$ cat config.mk
export PLATFORM = sky130hd
export DESIGN_NAME = multicycle_ctrl_flat
export DESIGN_NICKNAME = d
export VERILOG_FILES = /design/src/rtl/multicycle_ctrl_if.sv /design/src/rtl/multicycle_ctrl.sv /design/src/flat_wrapper.sv
export SDC_FILE = /design/constraint.sdc
export NUM_CORES = 1
export LEC_CHECK = 0
export BUFFER_PORTS_ARGS = -buffer_cell sky130_fd_sc_hd__buf_4
export CAP_MARGIN = 20
export CORE_MARGIN = 4
export CORE_UTILIZATION = 50
export CTS_CLUSTER_SIZE = 25
export DETAILED_ROUTE_END_ITERATION = 8
export GPL_TIMING_DRIVEN = 0
export PLACE_DENSITY = 0.79
export SLEW_MARGIN = 20
export SYNTH_ARGS = -nofsm -noshare
export SYNTH_HDL_FRONTEND = slang
export SYNTH_SLANG_ARGS = --single-unit
export TNS_END_PERCENT = 30
$ cat constraint.sdc
create_clock -name clk -period 2.45 [get_ports clk]
set_input_delay 0.1225 -clock clk [delete_from_list [all_inputs] [get_ports clk]]
set_output_delay 0.1225 -clock clk [all_outputs]
set_load 0.02 [all_outputs]
$ cat src/rtl/multicycle_ctrl_if.sv
// multicycle_ctrl_if: control bundle between the multicycle RV32I controller and its datapath.
// master: controller side. It reads the instruction fields, ALU flags and mem_ready,
//         and drives the selects, write enables, retire and state_dbg.
// slave:  datapath side, with every direction reversed.
interface multicycle_ctrl_if;
    logic [6:0] op;
    logic [2:0] funct3;
    logic       funct7b5;
    logic       zero;
    logic       lt;
    logic       ltu;
    logic       mem_ready;
    logic [2:0] imm_src;
    logic [1:0] alu_src_a;
    logic [1:0] alu_src_b;
    logic [1:0] alu_op;
    logic [1:0] result_src;
    logic       adr_src;
    logic       ir_write;
    logic       pc_write;
    logic       reg_write;
    logic       mem_write;
    logic       retire;
    logic [3:0] state_dbg;
    modport master (
        input  op, funct3, funct7b5, zero, lt, ltu, mem_ready,
        output imm_src, alu_src_a, alu_src_b, alu_op, result_src, adr_src,
               ir_write, pc_write, reg_write, mem_write, retire, state_dbg
    );
    modport slave (
        output op, funct3, funct7b5, zero, lt, ltu, mem_ready,
        input  imm_src, alu_src_a, alu_src_b, alu_op, result_src, adr_src,
               ir_write, pc_write, reg_write, mem_write, retire, state_dbg
    );
endinterface

$ cat src/rtl/multicycle_ctrl.sv
// multicycle_ctrl: main control FSM of the multicycle RV32I core (fetch/decode/execute/memory/writeback).
// Ports: clk, reset (synchronous, active-high), bus (multicycle_ctrl_if.master: instruction
//        fields, ALU flags and mem_ready in; datapath selects, write enables, retire and state_dbg out).
// With CTRL_ILLEGAL_TRAP_EN defined, an unknown opcode parks the FSM in TRAP and the extra
// output illegal is raised. Without it, an unknown opcode retires as a NOP.
module multicycle_ctrl (
    input  logic clk,
    input  logic reset,
`ifdef CTRL_ILLEGAL_TRAP_EN
    output logic illegal,
`endif
    multicycle_ctrl_if.master bus
);
    localparam logic [6:0] OP_LOAD  = 7'b0000011;
    localparam logic [6:0] OP_STORE = 7'b0100011;
    localparam logic [6:0] OP_R     = 7'b0110011;
    localparam logic [6:0] OP_I     = 7'b0010011;
    localparam logic [6:0] OP_BR    = 7'b1100011;
    localparam logic [6:0] OP_JAL   = 7'b1101111;
    localparam logic [6:0] OP_JALR  = 7'b1100111;
    localparam logic [6:0] OP_LUI   = 7'b0110111;
    localparam logic [6:0] OP_AUIPC = 7'b0010111;

    typedef enum logic [3:0] {
        FETCH, DECODE, MEMADR, MEMREAD, MEMWB, MEMWRITE, EXECR,
        EXECI, ALUWB, BRANCH, JAL, JALR, LUI
`ifdef CTRL_ILLEGAL_TRAP_EN
        , TRAP
`endif
    } state_t;

    typedef struct packed {
        logic [1:0] alu_src_a;
        logic [1:0] alu_src_b;
        logic [1:0] alu_op;
        logic [1:0] result_src;
        logic       adr_src;
        logic       reg_write;
        logic       mem_write;
        logic       retire;
    } moore_t;

    state_t state, nxt, dec_nxt;
    moore_t mo;
    logic   taken;
    logic   unused_funct7b5;

    // Moore outputs of a state; they are registered from the next state so they line up with it.
    function automatic moore_t moore(input state_t s);
        moore_t m;
        m = '0;
        case (s)
            FETCH:    begin m.alu_src_b = 2'b10; m.result_src = 2'b10; end
            DECODE:   begin m.alu_src_a = 2'b01; m.alu_src_b = 2'b01; end
            MEMADR:   begin m.alu_src_a = 2'b10; m.alu_src_b = 2'b01; end
            MEMREAD:  m.adr_src = 1'b1;
            MEMWB:    begin m.result_src = 2'b01; m.reg_write = 1'b1; m.retire = 1'b1; end
            MEMWRITE: begin m.adr_src = 1'b1; m.mem_write = 1'b1; end
            EXECR:    begin m.alu_src_a = 2'b10; m.alu_op = 2'b10; end
            EXECI:    begin m.alu_src_a = 2'b10; m.alu_src_b = 2'b01; m.alu_op = 2'b10; end
            ALUWB:    begin m.reg_write = 1'b1; m.retire = 1'b1; end
            BRANCH:   begin m.alu_src_a = 2'b10; m.alu_op = 2'b01; m.retire = 1'b1; end
            JAL:      begin m.alu_src_a = 2'b01; m.alu_src_b = 2'b10; end
            JALR:     begin m.alu_src_a = 2'b10; m.alu_src_b = 2'b01; end
            LUI:      begin m.alu_src_b = 2'b01; m.alu_op = 2'b11; end
            default:  ;
        endcase
        return m;
    endfunction

    always_comb begin
        dec_nxt = FETCH;
        case (bus.op)
            OP_LOAD, OP_STORE: dec_nxt = MEMADR;
            OP_R:              dec_nxt = EXECR;
            OP_I:              dec_nxt = EXECI;
            OP_BR:             dec_nxt = BRANCH;
            OP_JAL:            dec_nxt = JAL;
            OP_JALR:           dec_nxt = JALR;
            OP_LUI:            dec_nxt = LUI;
            OP_AUIPC:          dec_nxt = ALUWB;
`ifdef CTRL_ILLEGAL_TRAP_EN
            default:           dec_nxt = TRAP;
`else
            default:           dec_nxt = FETCH;
`endif
        endcase
    end

    always_comb begin
        nxt = FETCH;
        case (state)
            FETCH:                   nxt = bus.mem_ready ? DECODE : FETCH;
            DECODE:                  nxt = dec_nxt;
            MEMADR:                  nxt = bus.op == OP_LOAD ? MEMREAD : MEMWRITE;
            MEMREAD:                 nxt = bus.mem_ready ? MEMWB : MEMREAD;
            MEMWRITE:                nxt = bus.mem_ready ? FETCH : MEMWRITE;
            EXECR, EXECI, JAL, LUI:  nxt = ALUWB;
            JALR:                    nxt = JAL;
`ifdef CTRL_ILLEGAL_TRAP_EN
            TRAP:                    nxt = TRAP;
`endif
            default:                 nxt = FETCH;
        endcase
    end

    always_ff @(posedge clk) begin
        state <= reset ? FETCH : nxt;
        mo    <= moore(reset ? FETCH : nxt);
`ifdef CTRL_ILLEGAL_TRAP_EN
        illegal <= !reset && (illegal || nxt == TRAP);
`endif
    end

    // funct3 = {kind[1:0], invert}: 00 eq, 10 signed lt, 11 unsigned lt; 01x never taken
    assign taken = bus.funct3[2:1] == 2'b01 ? 1'b0 :
                   bus.funct3[0] ^ (bus.funct3[2:1] == 2'b00 ? bus.zero : bus.funct3[1] ? bus.ltu : bus.lt);

    assign bus.imm_src = bus.op == OP_STORE ? 3'b001 :
                         bus.op == OP_BR    ? 3'b010 :
                         bus.op == OP_LUI   ? 3'b011 :
                         bus.op == OP_JAL   ? 3'b100 :
                         bus.op == OP_AUIPC ? 3'b101 : 3'b000;

    assign bus.alu_src_a  = mo.alu_src_a;
    assign bus.alu_src_b  = mo.alu_src_b;
    assign bus.alu_op     = mo.alu_op;
    assign bus.result_src = mo.result_src;
    assign bus.adr_src    = mo.adr_src;
    assign bus.state_dbg  = state;

    // Enables and retire are gated by reset so nothing commits in a reset cycle.
    assign bus.ir_write  = !reset && state == FETCH && bus.mem_ready;
    assign bus.pc_write  = !reset && ((state == FETCH && bus.mem_ready) || state == JAL || (state == BRANCH && taken));
    assign bus.reg_write = !reset && mo.reg_write;
    assign bus.mem_write = !reset && mo.mem_write;
    // A DECODE that falls straight back to FETCH is the NOP for an unknown opcode.
    assign bus.retire    = !reset && (mo.retire || (state == MEMWRITE && bus.mem_ready) || (state == DECODE && dec_nxt == FETCH));

    assign unused_funct7b5 = bus.funct7b5;
endmodule

$ cat src/flat_wrapper.sv
// flat-port wrapper written by rule: the top's interface ports become plain ports
module multicycle_ctrl_flat 
  (clk, reset, bus_op, bus_funct3, bus_funct7b5, bus_zero, bus_lt, bus_ltu, bus_mem_ready, bus_imm_src, bus_alu_src_a, bus_alu_src_b, bus_alu_op, bus_result_src, bus_adr_src, bus_ir_write, bus_pc_write, bus_reg_write, bus_mem_write, bus_retire, bus_state_dbg);
  multicycle_ctrl_if bus_i ();
  input  logic clk;
  input  logic reset;
  input wire logic [$bits(bus_i.op)-1:0] bus_op;
  input wire logic [$bits(bus_i.funct3)-1:0] bus_funct3;
  input wire logic [$bits(bus_i.funct7b5)-1:0] bus_funct7b5;
  input wire logic [$bits(bus_i.zero)-1:0] bus_zero;
  input wire logic [$bits(bus_i.lt)-1:0] bus_lt;
  input wire logic [$bits(bus_i.ltu)-1:0] bus_ltu;
  input wire logic [$bits(bus_i.mem_ready)-1:0] bus_mem_ready;
  output wire logic [$bits(bus_i.imm_src)-1:0] bus_imm_src;
  output wire logic [$bits(bus_i.alu_src_a)-1:0] bus_alu_src_a;
  output wire logic [$bits(bus_i.alu_src_b)-1:0] bus_alu_src_b;
  output wire logic [$bits(bus_i.alu_op)-1:0] bus_alu_op;
  output wire logic [$bits(bus_i.result_src)-1:0] bus_result_src;
  output wire logic [$bits(bus_i.adr_src)-1:0] bus_adr_src;
  output wire logic [$bits(bus_i.ir_write)-1:0] bus_ir_write;
  output wire logic [$bits(bus_i.pc_write)-1:0] bus_pc_write;
  output wire logic [$bits(bus_i.reg_write)-1:0] bus_reg_write;
  output wire logic [$bits(bus_i.mem_write)-1:0] bus_mem_write;
  output wire logic [$bits(bus_i.retire)-1:0] bus_retire;
  output wire logic [$bits(bus_i.state_dbg)-1:0] bus_state_dbg;
  assign bus_i.op = bus_op;
  assign bus_i.funct3 = bus_funct3;
  assign bus_i.funct7b5 = bus_funct7b5;
  assign bus_i.zero = bus_zero;
  assign bus_i.lt = bus_lt;
  assign bus_i.ltu = bus_ltu;
  assign bus_i.mem_ready = bus_mem_ready;
  assign bus_imm_src = bus_i.imm_src;
  assign bus_alu_src_a = bus_i.alu_src_a;
  assign bus_alu_src_b = bus_i.alu_src_b;
  assign bus_alu_op = bus_i.alu_op;
  assign bus_result_src = bus_i.result_src;
  assign bus_adr_src = bus_i.adr_src;
  assign bus_ir_write = bus_i.ir_write;
  assign bus_pc_write = bus_i.pc_write;
  assign bus_reg_write = bus_i.reg_write;
  assign bus_mem_write = bus_i.mem_write;
  assign bus_retire = bus_i.retire;
  assign bus_state_dbg = bus_i.state_dbg;
  multicycle_ctrl u_core (.clk(clk), .reset(reset), .bus(bus_i));
endmodule
==> run metrics <==
status complete, no violations; I/O pin count 38; cts bufs inserted 3; Critical Path End bus_ir_write; worst endpoint required time 2.33 ns; Congestion Overflow GR 0; Slew headroom between 60% and 70%; DIE AREA about 3200 um^2; row count 17; area grow syn2layout 25.6%; Post-synth EDFFs 0; layout cell share with drive strength beyond 1 33.7%; most frequently used flop master after synthesis dfxtp_1; final setup margin between 0.2 and 0.25 ns; clk sink count 16; R2R depth 7; clock latency on the worst-skew pair approximately 0.28 ns; WP data arrival 2.13 ns; Post-CTS Setup Bufs 0; Hold WS 0.142 ns; Leak 0.702 nW; stages on the worst setup path 7; Critical Path Start Type flip-flop; CTS Hold Bufs 0; Fin. Hold Viols 0; period utilisation layout 91.8%; average instance area after synthesis roughly 7.9 um^2; Peak VDD IR 0.438 mV; Initial DRC Count 31; GPL Wtd Cong 0.830; Die Ht 56.8 um; WL met3 between 150 and 200 um; Worst Max-Slew Pin Slew roughly 0.46 ns; P per Cell Area 356 nW/um^2; CTS tree built; Detail Placement HPWL 2210 um; crit path time final 2.25 ns; Crit path max-delay family simple AND/OR/NAND/NOR gates; final slew viol count 0; critical path type reg2out; # H-tree levels 1; initial antenna violation count 0; top layer used by detailed routing met4; ant diodes 0; sw power 149 uW; Clk network pwr share around a quarter; via/cell ratio 5.61; die width between 50 and 60 um; setup_tns 0 ns; Nets 206; PostCTS Resize Cnt 0; Pint 385 uW; Tot GR Track Use 19.3%; Crit-path slowest cell o22ai_1; Finish-stage setup viols 0; Detailed Route WL 2840 um; Met1 Routed Length 1270 um; RSZ-0062 raised after global routing false; number of global-route vias before repair 1166; CP max FO 8; pre-CTS setup slack 0.487 ns; Reg2Reg Setup Slack 0.46 ns; commonest non-fill, non-tap cell in the layout buf_4; CP endpoint kind output pin; Synth async-reset ratio 0%; Reg2Reg Capture Point u_core.bus.alu_src_b[0]$_DFF_P_; CP peak stage delay 0.40 ns; vias 1207; Comb pwr share 24.4%; switching share of total power approximately 28%; Ys Warns 0; area of the mapped netlist around 1200 um^2; Bufs and invs on worst path 2; worst-path cell chain buf_6 > nor4b_4 > nand2_1 > o22ai_1 > nand2_2 > nor3_1 > buf_4; Pre-antenna DRT Iters 4; final core utilization 67.1%; Seq pwr share between 50 and 60%; Max Cap Violations 0; Detail Route met2 WL between 1000 and 1500 um; count of cell types in the netlist 45; syn_nets 168; remaining antenna violation count after routing 0; Design Power 534 uW; Hold WC Path Type in2reg; r2r startpoint u_core.bus.state_dbg[2]$_DFF_P_; final setup skew 0.00337 ns; first-pass GRT wire length 5120 um; core area 2230 um^2; commonest non-fill, non-tap cells in the layout buf_4 (43), dfxtp_1 (16), nand2_1 (12); Clk pin slew, worst setup/hold paths about 0.08 ns; f_max 445 MHz; Seq cells post-synth 16; Starting Density 53.4%; CTS root buffer clkbuf_4; worst-case clock buffer depth 2; port bufs 33; post-synthesis sequential area ratio 26.9%; CP startpoint u_core.bus.state_dbg[3]$_DFF_P_; mean routed wirelength per cell 13.2 um; largest net degree at the start of global routing 11; Cells after Synth 151; DRC 0
-- cell type report --
class,count,area [um^2]
Sequential cell,16,320
Buffer,18,140
Fill cell,228,736
Clock buffer,3,22.5
Timing Repair Buffer,33,248
Tap cell,28,35.0
Multi-Input combinational cell,109,702
Inverter,8,30.0
-- metal layers --
metal | GRT usage (%) | vias to the layer above
met5 | 0 | -
met4 | 3.97 | 0
met3 | 5.06 | 4
met2 | 34.0 | 32
met1 | 23.6 | 571
li1 | - | 600
-- synthesized netlist by cell type (all sizes together), types with 3 or more instances --
cell / number / area share (%)
nor3: 8 / 3.4
inv: 8 / 2.5
nand3: 3 / 1.3
and3b: 3 / 2.2
nand2b: 4 / 2.1
dfxtp: 16 / 27
o21ai: 8 / 3.4
nand2: 14 / 4.8
buf: 18 / 12
a21oi: 10 / 4.2
nor2: 10 / 3.1
or3: 3 / 1.6
mux2i: 3 / 2.5
nor2b: 9 / 4.7
nand3b: 3 / 1.9
nor4: 3 / 1.6
-- stage by stage --
step	instances	area (um^2)
6_report	215	1500
5_1_grt	215	1500
4_1_cts	215	1500
3_5_place_dp	212	1480
3_3_place_gp	212	1480
2_1_floorplan	151	1190
-- kinds of logic after synthesis --
family | synth area share (%)
mux | 2.52
xor+xnor | 2.94
simple gates | 33.7
buf+inv | 14.3
flops | 26.9
compound gates | 19.7
-- flip-flops by register name, indices dropped and copies added (netlist names) --
signal	count
u_core.bus.state_dbg	4
u_core.mo	3
u_core.bus.alu_op	2
u_core.bus.alu_src_a	2
u_core.bus.alu_src_b	2
u_core.bus.result_src	2
u_core.bus.adr_src	1
-- worst reg2reg max path: stages (launching register included) --
cell	delay, ns
dfxtp_1	0.55
buf_4	0.25
nand3b_1	0.11
o311ai_0	0.11
o221a_2	0.26
or2b_2	0.16
mux2i_1	0.08
a221o_1	0.36
-- power groups by stage --
stage                     clock, mW  sequential [mW]  combinational, mW
after floorplan                   0            0.277             0.0802
after global placement            0            0.275              0.127
after detailed placement          0            0.275              0.130
after CTS                     0.136            0.269              0.130
after global routing          0.149            0.270              0.143
final                         0.134            0.269              0.130
-- worst min path at each step --
| stage | endpoint | cells after the start | start |
|---|---|---|---|
| after floorplan | u_core.bus.result_src[1]$_DFF_P_ | 2 | reset |
| after global placement | u_core.bus.alu_src_b[1]$_DFF_P_ | 3 | reset |
| after CTS | u_core.bus.result_src[1]$_DFF_P_ | 3 | reset |
| after global routing | u_core.bus.result_src[1]$_DFF_P_ | 3 | reset |
| after detailed placement | u_core.bus.result_src[1]$_DFF_P_ | 3 | reset |
| final | u_core.bus.result_src[1]$_DFF_P_ | 3 | reset |
(Power assumes the default switching activity.)
